<file path="src/rtl/iob_cache_line_fetch.sv">
// Cache line refill engine: fetches one cache line from the back-end memory
// as NBEATS back-end beats, optionally starting at the beat that holds the
// missed word (wrap-around). Each beat is forwarded to the line RAM on the
// cycle it is acknowledged, and the critical beat raises a one-cycle
// early-restart pulse.
module iob_cache_line_fetch #(
    parameter int FE_ADDR_W      = 32,
    parameter int FE_DATA_W      = 32,
    parameter int BE_ADDR_W      = 32,
    parameter int BE_DATA_W      = 32,
    parameter int WORD_OFFSET_W  = 2,
    parameter int CRITICAL_FIRST = 0,
    localparam int BE_NBYTES_W   = $clog2(BE_DATA_W / 8),
    localparam int LINE2BE_W     = WORD_OFFSET_W - $clog2(BE_DATA_W / FE_DATA_W),
    localparam int NBEATS        = 2 ** LINE2BE_W,
    localparam int PTR_W         = (LINE2BE_W > 0) ? LINE2BE_W : 1
) (
    input  logic                             clk_i,
    input  logic                             reset_i,
    input  logic                             replace_valid_i,
    input  logic [FE_ADDR_W-1:BE_NBYTES_W]   replace_addr_i,
    output logic                             replace_o,
    output logic                             read_valid_o,
    output logic [PTR_W-1:0]                 read_addr_o,
    output logic [BE_DATA_W-1:0]             read_rdata_o,
    output logic                             crit_valid_o,
    output logic [BE_ADDR_W-1:0]             be_addr_o,
    output logic                             be_valid_o,
    input  logic                             be_ack_i,
    input  logic [BE_DATA_W-1:0]             be_rdata_i
);

    // Number of address bits above the beat index (the line tag).
    localparam int LINE_W = FE_ADDR_W - BE_NBYTES_W - LINE2BE_W;

    typedef enum logic [1:0] {
        IDLE  = 2'd0,
        FETCH = 2'd1,
        DONE  = 2'd2
    } state_t;

    state_t              state_reg;
    logic                replace_reg;
    logic                be_valid_reg;
    logic [LINE_W-1:0]   line_reg;
    logic [PTR_W-1:0]    beat_ptr_reg;
    logic [PTR_W-1:0]    beat_cnt_reg;
    logic [PTR_W-1:0]    crit_beat_reg;

    logic [LINE_W-1:0]    line_in;
    logic [PTR_W-1:0]     crit_in;
    logic [PTR_W-1:0]     beat_ptr_next;
    logic                 ack_hit;
    logic                 last_beat;
    logic [FE_ADDR_W-1:0] addr_full;

    assign line_in = replace_addr_i[FE_ADDR_W-1:BE_NBYTES_W+LINE2BE_W];

    // With a single beat per line there is no beat index: the pointer stays 0.
    generate
        if (LINE2BE_W > 0) begin : g_multi_beat
            assign crit_in       = replace_addr_i[BE_NBYTES_W+LINE2BE_W-1:BE_NBYTES_W];
            assign beat_ptr_next = beat_ptr_reg + PTR_W'(1);
        end else begin : g_single_beat
            assign crit_in       = '0;
            assign beat_ptr_next = '0;
        end
    endgenerate

    assign ack_hit   = (state_reg == FETCH) && be_ack_i;
    assign last_beat = (beat_cnt_reg == PTR_W'(NBEATS - 1));

    // Byte address of the current beat; beat_ptr is always 0 for single-beat lines.
    assign addr_full = (FE_ADDR_W'(line_reg) << (BE_NBYTES_W + LINE2BE_W))
                     | (FE_ADDR_W'(beat_ptr_reg) << BE_NBYTES_W);

    assign be_addr_o    = BE_ADDR_W'(addr_full);
    assign be_valid_o   = be_valid_reg;
    assign replace_o    = replace_reg;
    assign read_valid_o = ack_hit;
    assign read_addr_o  = beat_ptr_reg;
    assign read_rdata_o = be_rdata_i;
    assign crit_valid_o = ack_hit && (beat_ptr_reg == crit_beat_reg);

    // Refill FSM: accept a request, walk the beats on each ack, one DONE cycle.
    always_ff @(posedge clk_i or posedge reset_i) begin
        if (reset_i) begin
            state_reg     <= IDLE;
            replace_reg   <= 1'b0;
            be_valid_reg  <= 1'b0;
            line_reg      <= '0;
            beat_ptr_reg  <= '0;
            beat_cnt_reg  <= '0;
            crit_beat_reg <= '0;
        end else begin
            case (state_reg)
                IDLE: begin
                    if (replace_valid_i) begin
                        line_reg      <= line_in;
                        crit_beat_reg <= crit_in;
                        beat_ptr_reg  <= (CRITICAL_FIRST != 0) ? crit_in : '0;
                        beat_cnt_reg  <= '0;
                        state_reg     <= FETCH;
                        replace_reg   <= 1'b1;
                        be_valid_reg  <= 1'b1;
                    end
                end
                FETCH: begin
                    if (be_ack_i) begin
                        beat_ptr_reg <= beat_ptr_next;
                        beat_cnt_reg <= beat_cnt_reg + PTR_W'(1);
                        if (last_beat) begin
                            state_reg    <= DONE;
                            be_valid_reg <= 1'b0;
                        end
                    end
                end
                DONE: begin
                    state_reg   <= IDLE;
                    replace_reg <= 1'b0;
                end
                default: begin
                    state_reg    <= IDLE;
                    replace_reg  <= 1'b0;
                    be_valid_reg <= 1'b0;
                end
            endcase
        end
    end

endmodule

</file>
<file path="config.mk">
export PLATFORM = sky130hd
export DESIGN_NAME = iob_cache_line_fetch
export DESIGN_NICKNAME = d
export VERILOG_FILES = /design/src/rtl/iob_cache_line_fetch.sv
export SDC_FILE = /design/constraint.sdc
export NUM_CORES = 1
export LEC_CHECK = 0
export BUFFER_PORTS_ARGS = -buffer_cell sky130_fd_sc_hd__buf_2
export CORE_MARGIN = 5
export CORE_UTILIZATION = 43
export CTS_CLUSTER_DIAMETER = 80
export CTS_CLUSTER_SIZE = 10
export DETAILED_ROUTE_END_ITERATION = 7
export PLACE_DENSITY = 0.84
export SYNTH_ARGS = -nofsm -noshare
export SYNTH_HDL_FRONTEND = slang
export SYNTH_SLANG_ARGS = --single-unit
</file>
<file path="constraint.sdc">
create_clock -name clk_i -period 2.25 [get_ports clk_i]
set_input_delay 0.225 -clock clk_i [delete_from_list [all_inputs] [get_ports clk_i]]
set_output_delay 0.225 -clock clk_i [all_outputs]
set_load 0.01 [all_outputs]
</file>
==> results of run 1 <==
stage by stage:
stage / util [%] / instances / worst slack (ns) / hold WS, ns
3_3_place_gp: 47.5 / 218 / 0.717 / 0.357
5_1_grt: 51.0 / 226 / 0.570 / 0.0712
2_1_floorplan: - / 137 / 0.882 / 0.360
3_5_place_dp: 47.5 / 218 / 0.661 / 0.361
4_1_cts: 51.0 / 226 / 0.651 / 0.0475
6_report: 51.0 / 226 / 0.668 / 0.0407
critical path, delay by kind of cell, from the launching register on:
family | cells | cell delay (ns)
buffers and inverters | 1 | 0.12
AND/OR/NAND/NOR | 2 | 0.51
flip-flops | 1 | 0.45
final cells by class:
class	instances	area share [%]
clock buffers	6	4.02
clock inverters	2	2.92
multi-input cells	57	25.9
well taps	50	3.04
flip-flops and latches	38	46.3
inverters	2	0.365
repair buffers	71	17.5
kinds of logic (layout without fill, tap and decap cells):
logic type	after synthesis	count (layout)	synth area share, %
flip-flops	38	38	53.0
adder cells (fa/ha/maj)	1	1	0.697
AND/OR/NAND/NOR	12	12	4.18
multiplexers	33	33	20.6
buffers and inverters	42	81	17.6
XOR/XNOR	2	2	0.976
AO/OA/AOI/OAI	7	7	2.72
other	1	2	0.209
placed cells by master, fill, tap and decap left out, drive strengths merged:
cell and count:
nand2b 1, inv 2, a22o 3, and3 1, ha 1, nor2 3, nand3 2, a21o 1
xnor2 2, mux2 32, clkbuf 6, a21oi 1, o21ai 2, bufinv 2, nor3b 1, dfrtp 38
mux2i 1, and3b 1, conb 2, buf 71, nor2b 1, nand2 2
layer usage:
| metal | global-route usage (%) | part of all wire [%] | routed length, µm |
|---|---|---|---|
| met1 | 14.0 | 36 | 1190 |
| met3 | 4.67 | 9.2 | 308 |
| met4 | 5.14 | 1.6 | 54 |
| met2 | 20.6 | 53 | 1790 |
| met5 | 0 | 0 | 0 |
worst max-delay path by stage:
stage | from | end
floorplan | state_reg[0]$_DFFE_PP0P_ | crit_beat_reg[0]$_DFFE_PP0P_
global placement | state_reg[0]$_DFFE_PP0P_ | line_reg[8]$_DFFE_PP0P_
detailed placement | state_reg[0]$_DFFE_PP0P_ | line_reg[13]$_DFFE_PP0P_
CTS | state_reg[0]$_DFFE_PP0P_ | line_reg[13]$_DFFE_PP0P_
global route | state_reg[0]$_DFFE_PP0P_ | crit_valid_o
finish | state_reg[1]$_DFFE_PP0P_ | crit_valid_o
power breakdown:
| group | internal [mW] | switching, mW |
|---|---|---|
| Sequential | 1.02 | 0.203 |
| Combinational | 0.594 | 0.493 |
| Clock | 0.473 | 0.230 |
| Total | 2.09 | 0.927 |
==> results.rst, run 1 <==
.. list-table::
   :header-rows: 1

   * - Metric
     - Value
   * - Remaining global-route overflow
     - 0
   * - Required @ worst endpoint
     - 2.03 ns
   * - Post-synth design cell area
     - 1800 µm²
   * - Worst-skew pair later-pin latency
     - 0.28 ns
   * - Flip-flop count of the largest register, all copies and words added
     - 28
   * - Total number of vias
     - 1,064
   * - Gate count of the mapped netlist
     - 136
   * - DRT iter0 DRCs
     - 47
   * - Peak supply drop
     - 0.000650 V
   * - Footprint of the multi-input gates
     - 532 µm²
   * - Post-CTS Hold Fix Bufs
     - 0
   * - Routed wire length per instance
     - 14.8 µm
   * - Total wirelength of the detailed-routed design
     - 3340 µm
   * - Leading cell types by total area after synthesis
     - sky130_fd_sc_hd__dfrtp_1 (53%), sky130_fd_sc_hd__mux2_2 (19%), sky130_fd_sc_hd__buf_4 (15%), sky130_fd_sc_hd__buf_6 (1.9%), sky130_fd_sc_hd__a22o_1 (1.5%)
   * - Number of antenna violations at the first check in global routing
     - 0
   * - Clock slew at reported path FFs
     - 0.08 ns
   * - Period utilization
     - 70.3%
   * - Number of buffers added by the clock tree synthesis step
     - 5
   * - Leak
     - 1.02 nW
   * - Worst Setup Path Type
     - reg2out
   * - Count of flip-flops with a built-in enable after synthesis
     - 0
   * - Die Outline Area
     - 5570 µm²
   * - Initial core utilization
     - 44.6%
   * - Fraction of registers with async set/reset
     - 100%
   * - Fmax
     - 632 MHz
   * - Layout cells sized above 1
     - 62.5%
   * - Setup repair after global routing missed its margin
     - false
   * - Most used standard cell by instance count after synthesis
     - sky130_fd_sc_hd__dfrtp_1
   * - Crit Path Max Fanout
     - 6
   * - Count of antenna-violating nets left after detailed routing
     - 0
   * - Critical path startpoint category
     - flop
   * - Max-slew violation count
     - 0
   * - Total non-filler cell area in the finished layout
     - 2060 µm²
   * - Worst min-delay path class
     - in2async
   * - Number of failing hold endpoints at the final stage
     - 0
   * - H-tree lvl count
     - 2
   * - Clk sinks
     - 38
   * - Area overhead of the layout relative to synthesis
     - 14.5%
   * - Commonest register cell after synthesis
     - sky130_fd_sc_hd__dfrtp_1
   * - Top cells by count, synth
     - sky130_fd_sc_hd__dfrtp_1 (38), sky130_fd_sc_hd__buf_4 (36), sky130_fd_sc_hd__mux2_2 (30)
   * - Number of placed I/O pins
     - 136
   * - Average cell area after synthesis
     - 13.2 µm²
   * - Core region area
     - 4030 µm²
   * - HPWL after detailed placement
     - 2550 µm
   * - Height of the die
     - 74.6 µm
   * - Placer's final routability congestion estimate
     - 0.829
   * - Largest stage delay, worst path
     - 0.45 ns
   * - Die X-Extent
     - 74.6 µm
   * - Setup tns final
     - 0 ns
   * - Cell accounting for the most synthesized area
     - sky130_fd_sc_hd__dfrtp_1
   * - Flop and latch count out of synthesis
     - 38
   * - Final setup violating endpoints
     - 0
   * - Maximum capacitance violations
     - 0
   * - First-pass GRT wire length
     - 5130 µm
   * - Buffers added on ports
     - 69
   * - Number of cells upsized or downsized after cts
     - 0
   * - Maximum number of pins on one net before global-route repair
     - 39
   * - Category of the worst setup path capture point
     - output port
   * - Global-route total usage across every layer
     - 12.2%
   * - Outcome
     - finished, final reports clean
   * - Final #Nets
     - 242
   * - CTS Root Cell
     - sky130_fd_sc_hd__clkbuf_8
   * - Arrival time reported for the critical path endpoint
     - 1.36 ns
   * - N_diodes
     - 0
   * - Sequential cell area fraction in the yosys report
     - 53.0%
   * - Number of detailed-routing iterations run before antenna repair
     - 3
   * - Final routed DRC violation total
     - 0
   * - Max clock buf depth
     - 2
   * - Flip-flop and latch area
     - 951 µm²
   * - Standard-cell rows
     - 23
   * - CTS tree
     - yes
   * - Fraction of synthesized cell area taken by the top area cell type
     - 53.0%
   * - Clock period minus final worst setup slack
     - 1.58 ns
   * - List of cells traversed by the critical path
     - and3b_1 -> and3_1 -> buf_2
   * - Post-DP Area
     - 1910 µm²
   * - Yosys warns
     - 0
   * - Worst R2R End
     - line_reg[13]$_DFFE_PP0P_
   * - R2r startpoint
     - state_reg[0]$_DFFE_PP0P_
   * - Cell type of the slowest stage on the worst timing path
     - sky130_fd_sc_hd__dfrtp_1
   * - Number of global-route vias before repair
     - 1,092
   * - Via density per instance
     - 4.71
   * - Setup slack of the most critical reg-to-reg path
     - 0.68 ns
   * - Total power of the final layout
     - 3.02 mW
   * - Reg2reg path depth
     - 3
   * - Total power divided by cell area
     - 1470 nW/µm²
   * - Cell variety after synth
     - 23
   * - Number of setup buffers added after CTS
     - 0
   * - Maximum clock skew at final layout
     - 0.00324 ns
   * - Fill cell count
     - 377
No activity file was read; power rests on OpenSTA's default activity.
==> run 2, diff against run 1 <==
--- a/config.mk
+++ b/config.mk
@@ -5,13 +5,14 @@
 export SDC_FILE = /design/constraint.sdc
 export NUM_CORES = 1
 export LEC_CHECK = 0
+export ABC_AREA = 1
 export BUFFER_PORTS_ARGS = -buffer_cell sky130_fd_sc_hd__buf_2
 export CORE_MARGIN = 5
-export CORE_UTILIZATION = 43
+export CORE_UTILIZATION = 36
 export CTS_CLUSTER_DIAMETER = 80
 export CTS_CLUSTER_SIZE = 10
 export DETAILED_ROUTE_END_ITERATION = 7
-export PLACE_DENSITY = 0.84
+export PLACE_DENSITY = 0.75
 export SYNTH_ARGS = -nofsm -noshare
 export SYNTH_HDL_FRONTEND = slang
 export SYNTH_SLANG_ARGS = --single-unit
==> constraint.sdc (replaced) <==
create_clock -name clk_i -period 1.35 [get_ports clk_i]
set_input_delay 0.135 -clock clk_i [delete_from_list [all_inputs] [get_ports clk_i]]
set_output_delay 0.135 -clock clk_i [all_outputs]
set_load 0.01 [all_outputs]
==> run 2 against run 1 <==
Compared with the run above: routed wire length increased by 16%; synthesized area increased by 1.8%; cell count increased by 47%; first-iteration DRC count decreased by 2.1%; critical path depth increased by 1; power increased by 66%; non-clock buffer count increased by 9; sequential cell count unchanged; synthesized cell count increased by 59%; final area increased by 6.4%.
==> results.rst, run 2 <==
.. list-table::
   :header-rows: 1

   * - Metric
     - Value
   * - CTS Root Cell
     - sky130_fd_sc_hd__clkbuf_8 (unchanged)
   * - Placer's final routability congestion estimate
     - 0.741 (was 0.829)
   * - Number of placed I/O pins
     - 136 (unchanged)
   * - Post-DP Area
     - 2030 µm² (was 1910 µm²)
   * - Cell accounting for the most synthesized area
     - sky130_fd_sc_hd__dfrtp_1 (unchanged)
   * - Number of global-route vias before repair
     - 1,357 (was 1,092)
   * - Number of cells traversed by the worst hold path
     - 3
   * - Number of detailed-routing iterations run before antenna repair
     - 4 (was 3)
   * - Peak supply drop
     - 0.000847 V (was 0.000650 V)
   * - Total power divided by cell area
     - 2290 nW/µm² (was 1470 nW/µm²)
   * - Maximum number of pins on one net before global-route repair
     - 39 (unchanged)
   * - Yosys warns
     - 0 (unchanged)
   * - Leading cell types by total area after synthesis
     - sky130_fd_sc_hd__dfrtp_1 (52%), sky130_fd_sc_hd__nand2_1 (22%), sky130_fd_sc_hd__buf_4 (16%), sky130_fd_sc_hd__inv_1 (1.4%), sky130_fd_sc_hd__xor2_1 (1.4%) (was sky130_fd_sc_hd__dfrtp_1 (53%), sky130_fd_sc_hd__mux2_2 (19%), sky130_fd_sc_hd__buf_4 (15%), sky130_fd_sc_hd__buf_6 (1.9%), sky130_fd_sc_hd__a22o_1 (1.5%))
   * - Max clock buf depth
     - 2 (unchanged)
   * - Commonest register cell after synthesis
     - sky130_fd_sc_hd__dfrtp_1 (unchanged)
   * - Total non-filler cell area in the finished layout
     - 2190 µm² (was 2060 µm²)
   * - Maximum clock skew at final layout
     - 0.00528 ns (was 0.00324 ns)
   * - Total number of vias
     - 1,374 (was 1,064)
   * - Most used standard cell by instance count after synthesis
     - sky130_fd_sc_hd__nand2_1 (was sky130_fd_sc_hd__dfrtp_1)
   * - Utilization of the core after routing
     - 43.7% (was 51.0%)
   * - Placed cell count
     - 320 (was 218)
   * - Flop and latch count out of synthesis
     - 38 (unchanged)
   * - Fmax
     - 759 MHz
   * - Leak
     - 1.30 nW (was 1.02 nW)
   * - Global-route total usage across every layer
     - 12.0% (was 12.2%)
   * - Maximum capacitance violations
     - 0 (unchanged)
   * - Die Outline Area
     - 6600 µm² (was 5570 µm²)
   * - Standard-cell rows
     - 26 (was 23)
   * - Total power of the final layout
     - 5.01 mW (was 3.02 mW)
   * - Pre-CTS setup slack
     - 0.191 ns (was 0.661 ns)
   * - Die X-Extent
     - 81.3 µm (was 74.6 µm)
   * - Category of the worst setup path capture point
     - output port (unchanged)
   * - Total wirelength of the detailed-routed design
     - 3880 µm (was 3340 µm)
   * - Count of flip-flops with a built-in enable after synthesis
     - 0 (unchanged)
   * - Outcome
     - finished, final reports clean (unchanged)
   * - Initial core utilization
     - 36.5% (was 44.6%)
   * - Final setup violating endpoints
     - 0 (unchanged)
   * - Clock period minus final worst setup slack
     - 1.32 ns
   * - Crit Path Max Fanout
     - 3 (was 6)
   * - Most frequent standard cell in the layout excluding fill and tap cells
     - sky130_fd_sc_hd__nand2_1 (was sky130_fd_sc_hd__buf_2)
   * - Routed wire length per instance
     - 11.7 µm (was 14.8 µm)
   * - Number of buffers added by the clock tree synthesis step
     - 5 (unchanged)
   * - Buffers added on ports
     - 69 (unchanged)
   * - Post-synth design cell area
     - 1830 µm² (was 1800 µm²)
   * - Clk sinks
     - 38 (unchanged)
   * - HPWL after detailed placement
     - 2800 µm (was 2550 µm)
   * - Top cells by count, synth
     - sky130_fd_sc_hd__nand2_1 (105), sky130_fd_sc_hd__buf_4 (39), sky130_fd_sc_hd__dfrtp_1 (38), sky130_fd_sc_hd__inv_1 (7), sky130_fd_sc_hd__nand3_1 (5) (was sky130_fd_sc_hd__dfrtp_1 (38), sky130_fd_sc_hd__buf_4 (36), sky130_fd_sc_hd__mux2_2 (30))
   * - Arrival time reported for the critical path endpoint
     - 1.18 ns (was 1.36 ns)
   * - DRT iter0 DRCs
     - 46 (was 47)
   * - Average cell area after synthesis
     - 8.46 µm² (was 13.2 µm²)
   * - Layout cells sized above 1
     - 38.0% (was 62.5%)
   * - Setup repair after global routing missed its margin
     - true (was false)
   * - Number of failing hold endpoints at the final stage
     - 0 (unchanged)
   * - Flip-flop count of the largest register, all copies and words added
     - 28 (unchanged)
   * - Worst-skew pair later-pin latency
     - 0.28 ns (about the same)
   * - H-tree lvl count
     - 2 (unchanged)
   * - Remaining global-route overflow
     - 0 (unchanged)
   * - Area overhead of the layout relative to synthesis
     - 19.6% (was 14.5%)
   * - Via density per instance
     - 4.13 (was 4.71)
   * - Worst min-delay path class
     - in2reg (was in2async)
   * - Commonest cells after routing, fill and taps aside
     - sky130_fd_sc_hd__nand2_1 (105), sky130_fd_sc_hd__buf_2 (69), sky130_fd_sc_hd__dfrtp_1 (36), sky130_fd_sc_hd__clkbuf_8 (8), sky130_fd_sc_hd__buf_4 (8) (was sky130_fd_sc_hd__buf_2 (69), sky130_fd_sc_hd__dfrtp_1 (38), sky130_fd_sc_hd__mux2_2 (30), sky130_fd_sc_hd__clkbuf_8 (6))
   * - First-pass GRT wire length
     - 6130 µm (was 5130 µm)
   * - Gate count of the mapped netlist
     - 216 (was 136)
   * - Cell variety after synth
     - 18 (was 23)
   * - N_diodes
     - 0 (unchanged)
   * - Period utilization
     - 97.6%
   * - Fraction of synthesized cell area taken by the top area cell type
     - 52.0% (was 53.0%)
   * - Fraction of registers with async set/reset
     - 100% (unchanged)
   * - Final routed DRC violation total
     - 0 (unchanged)
   * - Clock slew at reported path FFs
     - 0.07 ns (was 0.08 ns)
   * - Count of antenna-violating nets left after detailed routing
     - 0 (unchanged)
   * - Final #Nets
     - 329 (was 242)
   * - Height of the die
     - 81.3 µm (was 74.6 µm)
   * - Post-layout worst setup margin
     - 0.0323 ns (was 0.668 ns)
   * - Core region area
     - 5010 µm² (was 4030 µm²)
   * - CTS tree
     - yes (unchanged)
   * - Max-slew violation count
     - 0 (unchanged)
   * - Required @ worst endpoint
     - 1.22 ns (was 2.03 ns)
   * - Worst Setup Path Type
     - reg2out (unchanged)
   * - Final non-filler cell total
     - 333 (was 226)
   * - Number of antenna violations at the first check in global routing
     - 0 (unchanged)
   * - Sequential cell area fraction in the yosys report
     - 52.0% (was 53.0%)
   * - Reg2reg path depth
     - 6 (was 3)
   * - Critical path startpoint category
     - flop (unchanged)
[run 2: cell types whose count changed in the layout (fill, tap and decap cells not counted), moves of 3 or more]
cell	delta
sky130_fd_sc_hd__inv_1	+4
sky130_fd_sc_hd__buf_4	+6
sky130_fd_sc_hd__inv_2	+4
sky130_fd_sc_hd__xor2_1	+3
sky130_fd_sc_hd__nand3_1	+3
sky130_fd_sc_hd__mux2_2	-30
sky130_fd_sc_hd__a22o_1	-3
sky130_fd_sc_hd__nor2_1	-3
sky130_fd_sc_hd__nand2_1	+103
[run 2: cell type report]
| class | count | area [µm²] |
|---|---|---|
| clock buffer | 8 | 110 |
| fill | 526 | 2820 |
| inverter | 10 | 37.5 |
| multi-input combinational | 127 | 543 |
| sequential | 38 | 953 |
| tap | 70 | 87.6 |
| timing repair buffer | 80 | 455 |
[run 2: path summary, 6_finish.rpt]
| kind | slack [ns] | to | startpoint |
|---|---|---|---|
| worst max-delay path | 0.03 | crit_valid_o | state_reg[1]$_DFFE_PP0P_ |
| worst min-delay path | 0.04 | line_reg[0]$_DFFE_PP0P_ | replace_addr_i[4] |
| worst max register to register | 0.10 | line_reg[9]$_DFFE_PP0P_ | state_reg[1]$_DFFE_PP0P_ |
| worst min register to register | 0.48 | line_reg[14]$_DFFE_PP0P_ | line_reg[14]$_DFFE_PP0P_ |
| max in group asynchronous | 0.48 | read_addr_o[1]$_DFFE_PP0P_ | reset_i |
| min in group asynchronous | 0.52 | line_reg[8]$_DFFE_PP0P_ | reset_i |
[run 2: what timing repair did]
action	in CTS	in global routing
resized for setup	3	2
endpoints found under the hold margin	38	0
endpoints found under the setup margin	1	2
pin swaps	1	0
hold buffers	1	0
setup buffers	4	0
[run 2: worst max-delay path, stage by stage, from the launching register on]
cell and delay [ns]:
sky130_fd_sc_hd__dfrtp_2 0.44, sky130_fd_sc_hd__nor2_4 0.13, sky130_fd_sc_hd__nand2_2 0.08, sky130_fd_sc_hd__nor3_2 0.10, sky130_fd_sc_hd__buf_2 0.15
[run 2: per-layer routing]
layer / routed length, µm / part of all wire, % / GRT usage [%]
met2: 1940 / 50 / 20.5
met5: 0 / 0 / 0
met4: 54 / 1.4 / 4.90
met1: 1530 / 39 / 13.8
met3: 360 / 9.3 / 3.99
[run 2: metrics by stage]
| step | hold WS, ns | TNS, ns |
|---|---|---|
| final | 0.0403 | 0 |
| after global routing | 0.0314 | -0.0270 |
| after CTS | 0.0294 | 0 |
| after detailed placement | 0.270 | 0 |
| after global placement | 0.270 | 0 |
| after floorplan | 0.245 | 0 |
[run 2: where the power goes]
| group | total [mW] | switching [mW] | internal (mW) |
|---|---|---|---|
| registers | 1.98 | 0.300 | 1.68 |
| logic | 2.14 | 1.22 | 0.924 |
| clock network | 0.896 | 0.381 | 0.516 |
[run 2: cell families (layout without fill, tap and decap cells)]
group | Yosys count | count (layout) | share of synthesized area [%]
buffers and inverters | 52 | 98 | 18.9
XOR/XNOR | 3 | 3 | 1.44
adder cells (fa/ha/maj) | 1 | 1 | 0.684
AO/OA/AOI/OAI | 4 | 4 | 1.10
AND/OR/NAND/NOR | 117 | 117 | 25.7
flip-flops | 38 | 38 | 52.0
other | 1 | 2 | 0.205
==> run 3, diff against run 2 <==
--- a/config.mk
+++ b/config.mk
@@ -5,7 +5,6 @@
 export SDC_FILE = /design/constraint.sdc
 export NUM_CORES = 1
 export LEC_CHECK = 0
-export ABC_AREA = 1
 export BUFFER_PORTS_ARGS = -buffer_cell sky130_fd_sc_hd__buf_2
 export CORE_MARGIN = 5
 export CORE_UTILIZATION = 36
==> run 3 against run 2 <==
Compared with the run above: final area fell by 2.6%; critical endpoint is now line_reg[27]$_DFFE_PP0P_; global-route usage fell by 1.6 points; the flow now finishes with violations (setup timing); largest power group unchanged; highest routed layer unchanged; via count fell by 19%.
==> results.rst, run 3 (synthesis gave the netlist of run 1 again) <==
.. list-table::
   :header-rows: 1

   * - Metric
     - Value
   * - Sum of met3 wire segment lengths after detailed routing
     - 351 µm (was 360 µm)
   * - Area overhead of the layout relative to synthesis
     - 18.7% (was 19.6%)
   * - Final setup violating endpoints
     - 34 (was 0)
   * - Maximum capacitance violations
     - 0 (unchanged)
   * - Category of the worst setup path capture point
     - flop (was output port)
   * - Placed cell count
     - 238 (was 320)
   * - Final #Nets
     - 252 (was 329)
   * - Setup tns final
     - -3.45 ns (was 0 ns)
   * - Number of buffers added by the clock tree synthesis step
     - 5 (unchanged)
   * - Routed wire length per instance
     - 13.0 µm (was 11.7 µm)
   * - Fill cell count
     - 449 (was 526)
   * - Clock period minus final worst setup slack
     - 1.47 ns (was 1.32 ns)
   * - Max clock buf depth
     - 2 (unchanged)
   * - Number of failing hold endpoints at the final stage
     - 0 (unchanged)
   * - Fmax
     - 680 MHz (was 759 MHz)
   * - Total number of vias
     - 1,116 (was 1,374)
   * - Number of antenna violations at the first check in global routing
     - 0 (unchanged)
   * - Number of detailed-routing iterations run before antenna repair
     - 4 (unchanged)
   * - Commonest cells after routing, fill and taps aside
     - sky130_fd_sc_hd__buf_2 (67), sky130_fd_sc_hd__dfrtp_1 (38), sky130_fd_sc_hd__mux2_2 (29), sky130_fd_sc_hd__buf_4 (8), sky130_fd_sc_hd__clkbuf_8 (5) (was sky130_fd_sc_hd__nand2_1 (105), sky130_fd_sc_hd__buf_2 (69), sky130_fd_sc_hd__dfrtp_1 (36), sky130_fd_sc_hd__clkbuf_8 (8), sky130_fd_sc_hd__buf_4 (8))
   * - Die X-Extent
     - 80.6 µm (was 81.3 µm)
   * - Max-slew violation count
     - 0 (unchanged)
   * - Maximum clock skew at final layout
     - 0.00479 ns (was 0.00528 ns)
   * - Worst Setup Path Type
     - reg2reg (was reg2out)
   * - Pre-CTS setup slack
     - -0.00502 ns (was 0.191 ns)
   * - HPWL after detailed placement
     - 2260 µm (was 2800 µm)
   * - Number of global-route vias before repair
     - 1,147 (was 1,357)
   * - Total non-filler cell area in the finished layout
     - 2130 µm² (was 2190 µm²)
   * - Total power divided by cell area
     - 2230 nW/µm² (was 2290 nW/µm²)
   * - Utilization of the core after routing
     - 44.5% (was 43.7%)
   * - CTS tree
     - yes (unchanged)
   * - Remaining global-route overflow
     - 0 (unchanged)
   * - Post-DP Area
     - 1970 µm² (was 2030 µm²)
   * - Outcome
     - finished with violations (was finished, final reports clean)
   * - Setup repair after global routing missed its margin
     - true (unchanged)
   * - Arrival time reported for the critical path endpoint
     - 1.63 ns (was 1.18 ns)
   * - H-tree lvl count
     - 2 (unchanged)
   * - Standard-cell rows
     - 25 (was 26)
   * - Flip-flop and latch area
     - 951 µm² (was 953 µm²)
   * - Height of the die
     - 80.6 µm (was 81.3 µm)
   * - Crit Path Max Fanout
     - 32 (was 3)
   * - N_diodes
     - 0 (unchanged)
   * - Layout cells sized above 1
     - 63.8% (was 38.0%)
   * - Worst min-delay path class
     - in2reg (unchanged)
   * - Placer's final routability congestion estimate
     - 0.721 (was 0.741)
   * - Post-layout worst setup margin
     - -0.120 ns (was 0.0323 ns)
   * - First-pass GRT wire length
     - 5160 µm (was 6130 µm)
   * - Via density per instance
     - 4.43 (was 4.13)
   * - DRT iter0 DRCs
     - 15 (was 46)
   * - Core region area
     - 4790 µm² (was 5010 µm²)
   * - Die Outline Area
     - 6500 µm² (was 6600 µm²)
   * - Required @ worst endpoint
     - 1.51 ns (was 1.22 ns)
   * - Critical path startpoint category
     - flop (unchanged)
   * - Count of antenna-violating nets left after detailed routing
     - 0 (unchanged)
   * - M1 WL
     - 1310 µm (was 1530 µm)
   * - Peak supply drop
     - 0.000849 V (was 0.000847 V)
   * - Number of placed I/O pins
     - 136 (unchanged)
   * - Footprint of the multi-input gates
     - 542 µm² (was 543 µm²)
   * - Most frequent standard cell in the layout excluding fill and tap cells
     - sky130_fd_sc_hd__buf_2 (was sky130_fd_sc_hd__nand2_1)
   * - Total wirelength of the detailed-routed design
     - 3270 µm (was 3880 µm)
   * - Initial core utilization
     - 37.5% (was 36.5%)
   * - Met2 wire length
     - 1550 µm (was 1940 µm)
   * - Clk sinks
     - 38 (unchanged)
   * - Worst-skew pair later-pin latency
     - 0.28 ns (about the same)
   * - Maximum number of pins on one net before global-route repair
     - 39 (unchanged)
   * - Flip-flop count of the largest register, all copies and words added
     - 28 (unchanged)
   * - Leak
     - 1.04 nW (was 1.30 nW)
   * - Buffers added on ports
     - 69 (unchanged)
   * - Final non-filler cell total
     - 252 (was 333)
   * - Uppermost layer routed
     - met4 (unchanged)
   * - Violations in the final reports
     - setup timing
   * - Global-route total usage across every layer
     - 10.4% (was 12.0%)
   * - Final routed DRC violation total
     - 0 (unchanged)
   * - CTS Root Cell
     - sky130_fd_sc_hd__clkbuf_8 (unchanged)
   * - Clock slew at reported path FFs
     - 0.07 ns (about the same)
   * - Period utilization
     - 109% (was 97.6%)
## run 3: cell types whose count changed in the layout (fill, tap and decap cells not counted), sizes merged, moves of 2 or more
cell   previous run  this run
nand2           108         2
mux2              0        32
inv              10         2
a22o              0         3
nand3             5         2
xor2              3         0
o21ai             4         2
xnor2             0         2
## run 3: layout make-up
class,count,area share (%)
repair buffers,81,22.1
well taps,67,3.93
multi-input cells,57,25.4
flip-flops and latches,38,44.6
clock buffers,7,3.58
inverters,2,0.352
## run 3: worst paths after layout
kind,from,endpoint,slack (ns),cells after the start
max,state_reg[1]$_DFFE_PP0P_,line_reg[27]$_DFFE_PP0P_,-0.12,4
min in group asynchronous,reset_i,line_reg[1]$_DFFE_PP0P_,0.52,4
max reg2reg,state_reg[1]$_DFFE_PP0P_,line_reg[27]$_DFFE_PP0P_,-0.12,4
min,replace_addr_i[5],line_reg[1]$_DFFE_PP0P_,0.07,2
max in group asynchronous,reset_i,line_reg[11]$_DFFE_PP0P_,0.50,4
min reg2reg,replace_o$_DFFE_PP0P_,replace_o$_DFFE_PP0P_,0.48,1
## run 3: critical path: stages, from the launching register on
cell and delay (ns):
sky130_fd_sc_hd__dfrtp_1 0.39, sky130_fd_sc_hd__buf_4 0.15, sky130_fd_sc_hd__nor3b_4 0.21, sky130_fd_sc_hd__buf_12 0.23
sky130_fd_sc_hd__mux2_2 0.35
## run 3: per-stage QoR
stage / power [mW] / hold WS [ns]
5_1_grt: 5.13 / 0.0617
4_1_cts: 4.80 / 0.0559
3_3_place_gp: 3.89 / 0.270
2_1_floorplan: 3.31 / 0.270
6_report: 4.75 / 0.0691
3_5_place_dp: 3.95 / 0.270
## run 3: timing repair
| item | CTS | global route |
|---|---|---|
| gates resized for setup | 4 | 3 |
| hold buffers | 1 | 0 |
| setup buffers | 4 | 2 |
| pin swaps | 0 | 1 |
| hold endpoints to repair | 38 | 0 |
| setup endpoints to repair | 30 | 34 |
## run 3: report_power, final
part	leakage [nW]	internal [mW]	switching (mW)
clock network	0.0383	0.355	0.354
registers	0.449	1.71	0.288
logic	0.554	1.16	0.886
## run 3: metal layers
metal / track usage (%) / vias up
li1: - / 515
met4: 4.56 / 0
met1: 11.2 / 530
met5: 0 / -
met3: 4.37 / 9
met2: 17.6 / 62
